--- src/rtl/apb_master_mux.sv ---
// APB master with registered command/response front end and address-decoded PSEL.
// Optional ACCESS-phase timeout enabled by defining APB_MASTER_TIMEOUT_EN.
module apb_master_mux #(
  parameter int ADDR_W         = 32,
  parameter int DATA_W         = 32,
  parameter int NUM_SLAVES     = 4,
  parameter int SEL_W          = (NUM_SLAVES > 1) ? $clog2(NUM_SLAVES) : 1,
  parameter int TIMEOUT_CYCLES = 256
) (
  input  logic                  PCLK,
  input  logic                  PRESET,
  input  logic                  cmd_valid,
  output logic                  cmd_ready,
  input  logic                  cmd_write,
  input  logic [ADDR_W-1:0]     cmd_addr,
  input  logic [DATA_W-1:0]     cmd_wdata,
  input  logic [DATA_W/8-1:0]   cmd_strb,
  output logic                  rsp_valid,
  output logic [DATA_W-1:0]     rsp_rdata,
  output logic                  rsp_err,
  output logic [NUM_SLAVES-1:0] PSEL,
  output logic                  PENABLE,
  output logic                  PWRITE,
  output logic [ADDR_W-1:0]     PADDR,
  output logic [DATA_W-1:0]     PWDATA,
  output logic [DATA_W/8-1:0]   PSTRB,
  input  logic [DATA_W-1:0]     PRDATA,
  input  logic                  PREADY,
  input  logic                  PSLVERR
);

  if (!(DATA_W == 8 || DATA_W == 16 || DATA_W == 32)) begin : g_bad_data_w
    $error("apb_master_mux: DATA_W must be 8, 16 or 32");
  end
  if (NUM_SLAVES < 1 || NUM_SLAVES > 16 || TIMEOUT_CYCLES < 1) begin : g_bad_cfg
    $error("apb_master_mux: NUM_SLAVES must be 1..16 and TIMEOUT_CYCLES >= 1");
  end

  typedef enum logic [1:0] {IDLE, SETUP, ACCESS} state_t;

  state_t                state, state_n;
  logic [SEL_W-1:0]      dec_idx;
  logic                  dec_ok;
  logic [NUM_SLAVES-1:0] dec_sel;
  logic                  accept;
  logic                  pend, pend_n;
  logic [NUM_SLAVES-1:0] psel_n;
  logic                  penable_n, pwrite_n;
  logic [ADDR_W-1:0]     paddr_n;
  logic [DATA_W-1:0]     pwdata_n, rsp_rdata_n;
  logic [DATA_W/8-1:0]   pstrb_n;
  logic                  rsp_valid_n, rsp_err_n;

`ifdef APB_MASTER_TIMEOUT_EN
  localparam int CNT_W = $clog2(TIMEOUT_CYCLES + 1);
  logic [CNT_W-1:0] tcnt, tcnt_n;
`endif

  assign dec_idx   = cmd_addr[ADDR_W-1 -: SEL_W];
  assign dec_ok    = 32'(dec_idx) < 32'(NUM_SLAVES);
  assign dec_sel   = NUM_SLAVES'(1) << dec_idx;
  assign cmd_ready = !PRESET && ((state == IDLE) || (state == ACCESS && PREADY));
  assign accept    = cmd_valid && cmd_ready;

  always_comb begin
    state_n     = state;
    psel_n      = PSEL;
    penable_n   = PENABLE;
    pwrite_n    = PWRITE;
    paddr_n     = PADDR;
    pwdata_n    = PWDATA;
    pstrb_n     = PSTRB;
    rsp_valid_n = 1'b0;
    rsp_err_n   = 1'b0;
    rsp_rdata_n = '0;
    pend_n      = 1'b0;
`ifdef APB_MASTER_TIMEOUT_EN
    tcnt_n      = tcnt;
`endif
    case (state)
      IDLE: begin
        if (pend) begin
          rsp_valid_n = 1'b1;
          rsp_err_n   = 1'b1;
        end
      end
      SETUP: begin
        penable_n = 1'b1;
        state_n   = ACCESS;
`ifdef APB_MASTER_TIMEOUT_EN
        tcnt_n    = '0;
`endif
      end
      ACCESS: begin
        if (PREADY) begin
          rsp_valid_n = 1'b1;
          rsp_err_n   = PSLVERR;
          rsp_rdata_n = (!PWRITE && !PSLVERR) ? PRDATA : '0;
          psel_n      = '0;
          penable_n   = 1'b0;
          state_n     = IDLE;
        end
`ifdef APB_MASTER_TIMEOUT_EN
        else if (tcnt == CNT_W'(TIMEOUT_CYCLES - 1)) begin
          rsp_valid_n = 1'b1;
          rsp_err_n   = 1'b1;
          psel_n      = '0;
          penable_n   = 1'b0;
          state_n     = IDLE;
        end else begin
          tcnt_n = tcnt + CNT_W'(1);
        end
`endif
      end
      default: state_n = IDLE;
    endcase

    // A decode error that collides with another response is deferred one cycle
    if (accept) begin
      pwrite_n  = cmd_write;
      paddr_n   = cmd_addr;
      pwdata_n  = cmd_wdata;
      pstrb_n   = cmd_write ? cmd_strb : '0;
      penable_n = 1'b0;
      if (dec_ok) begin
        psel_n  = dec_sel;
        state_n = SETUP;
      end else begin
        psel_n  = '0;
        state_n = IDLE;
        if (rsp_valid_n) begin
          pend_n = 1'b1;
        end else begin
          rsp_valid_n = 1'b1;
          rsp_err_n   = 1'b1;
          rsp_rdata_n = '0;
        end
      end
    end
  end

  always_ff @(posedge PCLK or posedge PRESET) begin
    if (PRESET) begin
      state     <= IDLE;
      pend      <= 1'b0;
      PSEL      <= '0;
      PENABLE   <= 1'b0;
      PWRITE    <= 1'b0;
      PADDR     <= '0;
      PWDATA    <= '0;
      PSTRB     <= '0;
      rsp_valid <= 1'b0;
      rsp_err   <= 1'b0;
      rsp_rdata <= '0;
    end else begin
      state     <= state_n;
      pend      <= pend_n;
      PSEL      <= psel_n;
      PENABLE   <= penable_n;
      PWRITE    <= pwrite_n;
      PADDR     <= paddr_n;
      PWDATA    <= pwdata_n;
      PSTRB     <= pstrb_n;
      rsp_valid <= rsp_valid_n;
      rsp_err   <= rsp_err_n;
      rsp_rdata <= rsp_rdata_n;
    end
  end

`ifdef APB_MASTER_TIMEOUT_EN
  always_ff @(posedge PCLK or posedge PRESET) begin
    if (PRESET) tcnt <= '0;
    else        tcnt <= tcnt_n;
  end
`endif

endmodule
--- config.mk ---
export PLATFORM = sky130hd
export DESIGN_NAME = apb_master_mux
export DESIGN_NICKNAME = d
export VERILOG_FILES = /design/src/rtl/apb_master_mux.sv
export SDC_FILE = /design/constraint.sdc
export NUM_CORES = 1
export LEC_CHECK = 0
export ABC_AREA = 1
export BUFFER_PORTS_ARGS = -buffer_cell sky130_fd_sc_hd__buf_2
export CORE_UTILIZATION = 35
export CTS_BUF_LIST = sky130_fd_sc_hd__clkbuf_8
export CTS_CLUSTER_SIZE = 24
export DETAILED_ROUTE_END_ITERATION = 10
export GPL_ROUTABILITY_DRIVEN = 0
export GPL_TIMING_DRIVEN = 0
export PLACE_DENSITY = 0.67
export SYNTH_ARGS = -nofsm -noshare
export SYNTH_HDL_FRONTEND = slang
export SYNTH_SLANG_ARGS = --single-unit
--- constraint.sdc ---
create_clock -name PCLK -period 3.6 [get_ports PCLK]
set_clock_uncertainty 0.15 [all_clocks]
set_input_delay 0.36 -clock PCLK [delete_from_list [all_inputs] [get_ports PCLK]]
set_output_delay 0.36 -clock PCLK [all_outputs]
set_load 0.02 [all_outputs]
==> results.sh <==
export IMPL_dp_cells=800
export IMPL_swShare=0.3259
export IMPL_drtAntennaViolNets=0
export IMPL_ys_seq_area_frac=0.6738
export IMPL_power_leakage_nw=3.333
export IMPL_dpl_cell_area_um2=5365
export IMPL_htreeDepth=3
export IMPL_nNetsFinal=775
export IMPL_cts_buffers=9
export IMPL_stdcell_count=817
export IMPL_critPathBufInv=4
export IMPL_die_height_um=110.0
export IMPL_cts_root_buf="clkbuf_8"
export IMPL_overflow=0
export IMPL_via_count=3494
export IMPL_timing_rr_end="PWDATA[1]"
export IMPL_worst_slack_ns=1.615
export IMPL_status="completed"
export IMPL_rrSetupSlack_ns=2.05
export IMPL_hpwl_um=7563
export IMPL_pwr_share_seq=0.505
export IMPL_final_setup_tns_ns=0
export IMPL_drc_errors=0
export IMPL_crit_chain="dlygate4sd3_1, buf_2, nor2_2, nand2_2, inv_1, buf_2"
export IMPL_clkSinkCount=110
export IMPL_drt_total_wl_um=10230
export IMPL_critical_path_max_fanout=2
export IMPL_die_area_um2=12110
export IMPL_start_kind="input pin"
export IMPL_fin_crit_sh=0.5514
export IMPL_rows=39
export IMPL_io_buffers=214
export IMPL_min_path_type="input pin to flop"
export IMPL_syn_cell_area_um2=4085
export IMPL_fmax_ghz=0.5038
export IMPL_syn_inst=442
export IMPL_ir_worst_vdd_uv=271.2
export IMPL_holdWs_ns=0.02691
export IMPL_final_common_cell="nand2_1"
export IMPL_setup_viol=0
export IMPL_cap_violations=0
export IMPL_grt_pass1_wl_um=15600
export IMPL_drive_above_1_share=0.3769
export IMPL_final_core_util=0.4876
export IMPL_start_util=0.3578
export IMPL_antenna_cells=0
export IMPL_slowest_delay_ns=0.53
export IMPL_place_ws_ns=1.949
export IMPL_core_area_um2=11420
export IMPL_cts_setup_buffers=0
export IMPL_areaGrowthSynthToFinish_pct=36.29
export IMPL_wire_per_inst_um=12.52
export IMPL_hold_end="PWDATA[27]"
export IMPL_syn_avg_cell_area_um2=9.242
export IMPL_synth_fp_nets=548
export IMPL_crit_path_end_kind="primary output"
export IMPL_crit_slowest_cell="dlygate4sd3_1"
export IMPL_power_mw=2.936
export IMPL_slew_violations=0
export IMPL_grt_max_degree=57
export IMPL_power_internal_mw=1.979
export IMPL_final_cell_mix="245 x nand2_1, 223 x buf_2, 110 x dfrtp_1"
export IMPL_antenna_found_initial=0
export IMPL_postLayoutCellArea_um2=5568
export IMPL_hold_start="cmd_wdata[27]"
export IMPL_grt_use_total=0.1704
export IMPL_comb_power_share=0.243
export IMPL_crit_family="buffers and inverters"
export IMPL_drtIter0Drc=106
export IMPL_power_density_nw_per_um2=527.3
export IMPL_worstPathArrival_ns=1.48
export IMPL_fillCellCount=1122
export IMPL_holdPathStages=3
export IMPL_crit_type="input pin to primary output"
export IMPL_fin_crit_ns=1.985
export IMPL_synth_seq_cells=110
export IMPL_clkPwrFrac=0.252
export IMPL_synth_cell_type_count=16
export IMPL_hold_viol_final=0
export IMPL_insertion_delay_ns=0.37
export IMPL_required_ns=3.09
export IMPL_drt_first_pass_iters=4
export IMPL_r2r_start="state[0]"
export IMPL_crit_top_cell="buf_2"
export IMPL_clkTransAtPathRegs_ns=0.10
export IMPL_critPathLaunch="PRESET"
export IMPL_ys_warn_count=0
export IMPL_tightest_slew_ns=0.6920
export IMPL_rsz0062_at_grt="no"
export IMPL_p_switching_uw=956.8
export IMPL_die_x_um=110.0
export IMPL_clk_path_buf_depth=2
export IMPL_num_io_pins=215
export IMPL_slew_headroom=0.5387
export IMPL_via_per_inst=4.277
export IMPL_grt_pass1_vias=3388
export IMPL_cts_tree="done"
export IMPL_reg2reg_depth=5
==> logic make-up (layout without fill, tap and decap cells) <==
family,count (synthesis),in the layout,synth area share
buffers and inverters,32,264,0.04043
AND/OR/NAND/NOR,293,293,0.2772
flip-flops,110,110,0.6738
AO/OA/AOI/OAI,7,7,0.008575
==> routing by layer <==
metal	global-route usage	up-vias	routed length [µm]
met5	0	-	0
met4	0.07048	0	120
met3	0.05115	10	766
met2	0.2839	128	4813
met1	0.2053	1581	4525
li1	-	1775	-
==> power groups by stage <==
| stage | Clock [mW] | Sequential [mW] | Combinational, mW |
|---|---|---|---|
| global route | 0.810 | 1.51 | 0.796 |
| floorplan | 0 | 1.71 | 0.218 |
| global placement | 0 | 1.50 | 0.708 |
| finish | 0.738 | 1.48 | 0.714 |
| CTS | 0.768 | 1.48 | 0.727 |
| detailed placement | 0 | 1.51 | 0.726 |
==> area by class of cell <==
class | count | area (µm²) | share of cell area
plain buffers | 22 | 127.6 | 0.02292
clock buffers | 10 | 137.6 | 0.02472
clock inverters | 6 | 55.05 | 0.009888
inverters | 10 | 40.04 | 0.007191
multi-input cells | 300 | 1167 | 0.2097
flip-flops and latches | 110 | 2753 | 0.4944
well taps | 143 | 178.9 | 0.03213
repair buffers | 216 | 1109 | 0.1991
==> sequential cells by signal (all words and copies together), names as in the netlist <==
register and cells:
rsp_err 1, PENABLE 1, PSTRB 4, PSEL 4, rsp_rdata 32, rsp_valid 1, state 2, PWRITE 1
PADDR 32, PWDATA 32
==> worst max path at each step <==
stage	endpoint	cells past startpoint
after floorplan	PADDR[0]	1
after CTS	cmd_ready	6
after global routing	cmd_ready	6
final	cmd_ready	6
after detailed placement	PWDATA[12]	6
after global placement	PWDATA[5]	2
==> worst min-delay path, cell delays in order <==
cell	delay [ns]
buf_2	0.07
nand2_1	0.04
nand2_1	0.05
==> cells in the mapped netlist <==
| cell | number | share of area |
|---|---|---|
| clkbuf_1 | 7 | 0.0064 |
| nand3_2 | 1 | 0.0025 |
| buf_6 | 3 | 0.0083 |
| nor2_4 | 1 | 0.0028 |
| dfrtp_1 | 110 | 0.67 |
| buf_2 | 9 | 0.011 |
| o21ai_0 | 7 | 0.0086 |
| inv_1 | 7 | 0.0064 |
| nand2_2 | 2 | 0.0031 |
| nand2_1 | 245 | 0.23 |
| inv_2 | 3 | 0.0028 |
| or2_2 | 2 | 0.0031 |
| nor2_2 | 1 | 0.0015 |
| nor2_1 | 36 | 0.033 |
| nand3_1 | 5 | 0.0061 |
| buf_4 | 3 | 0.0055 |
==> timing repair <==
item	4_1_cts	5_1_grt
endpoints found under the hold margin	54	0
gates resized for setup	0	0
hold buffers	1	0
Note: power is estimated with default switching activity, not from simulation.
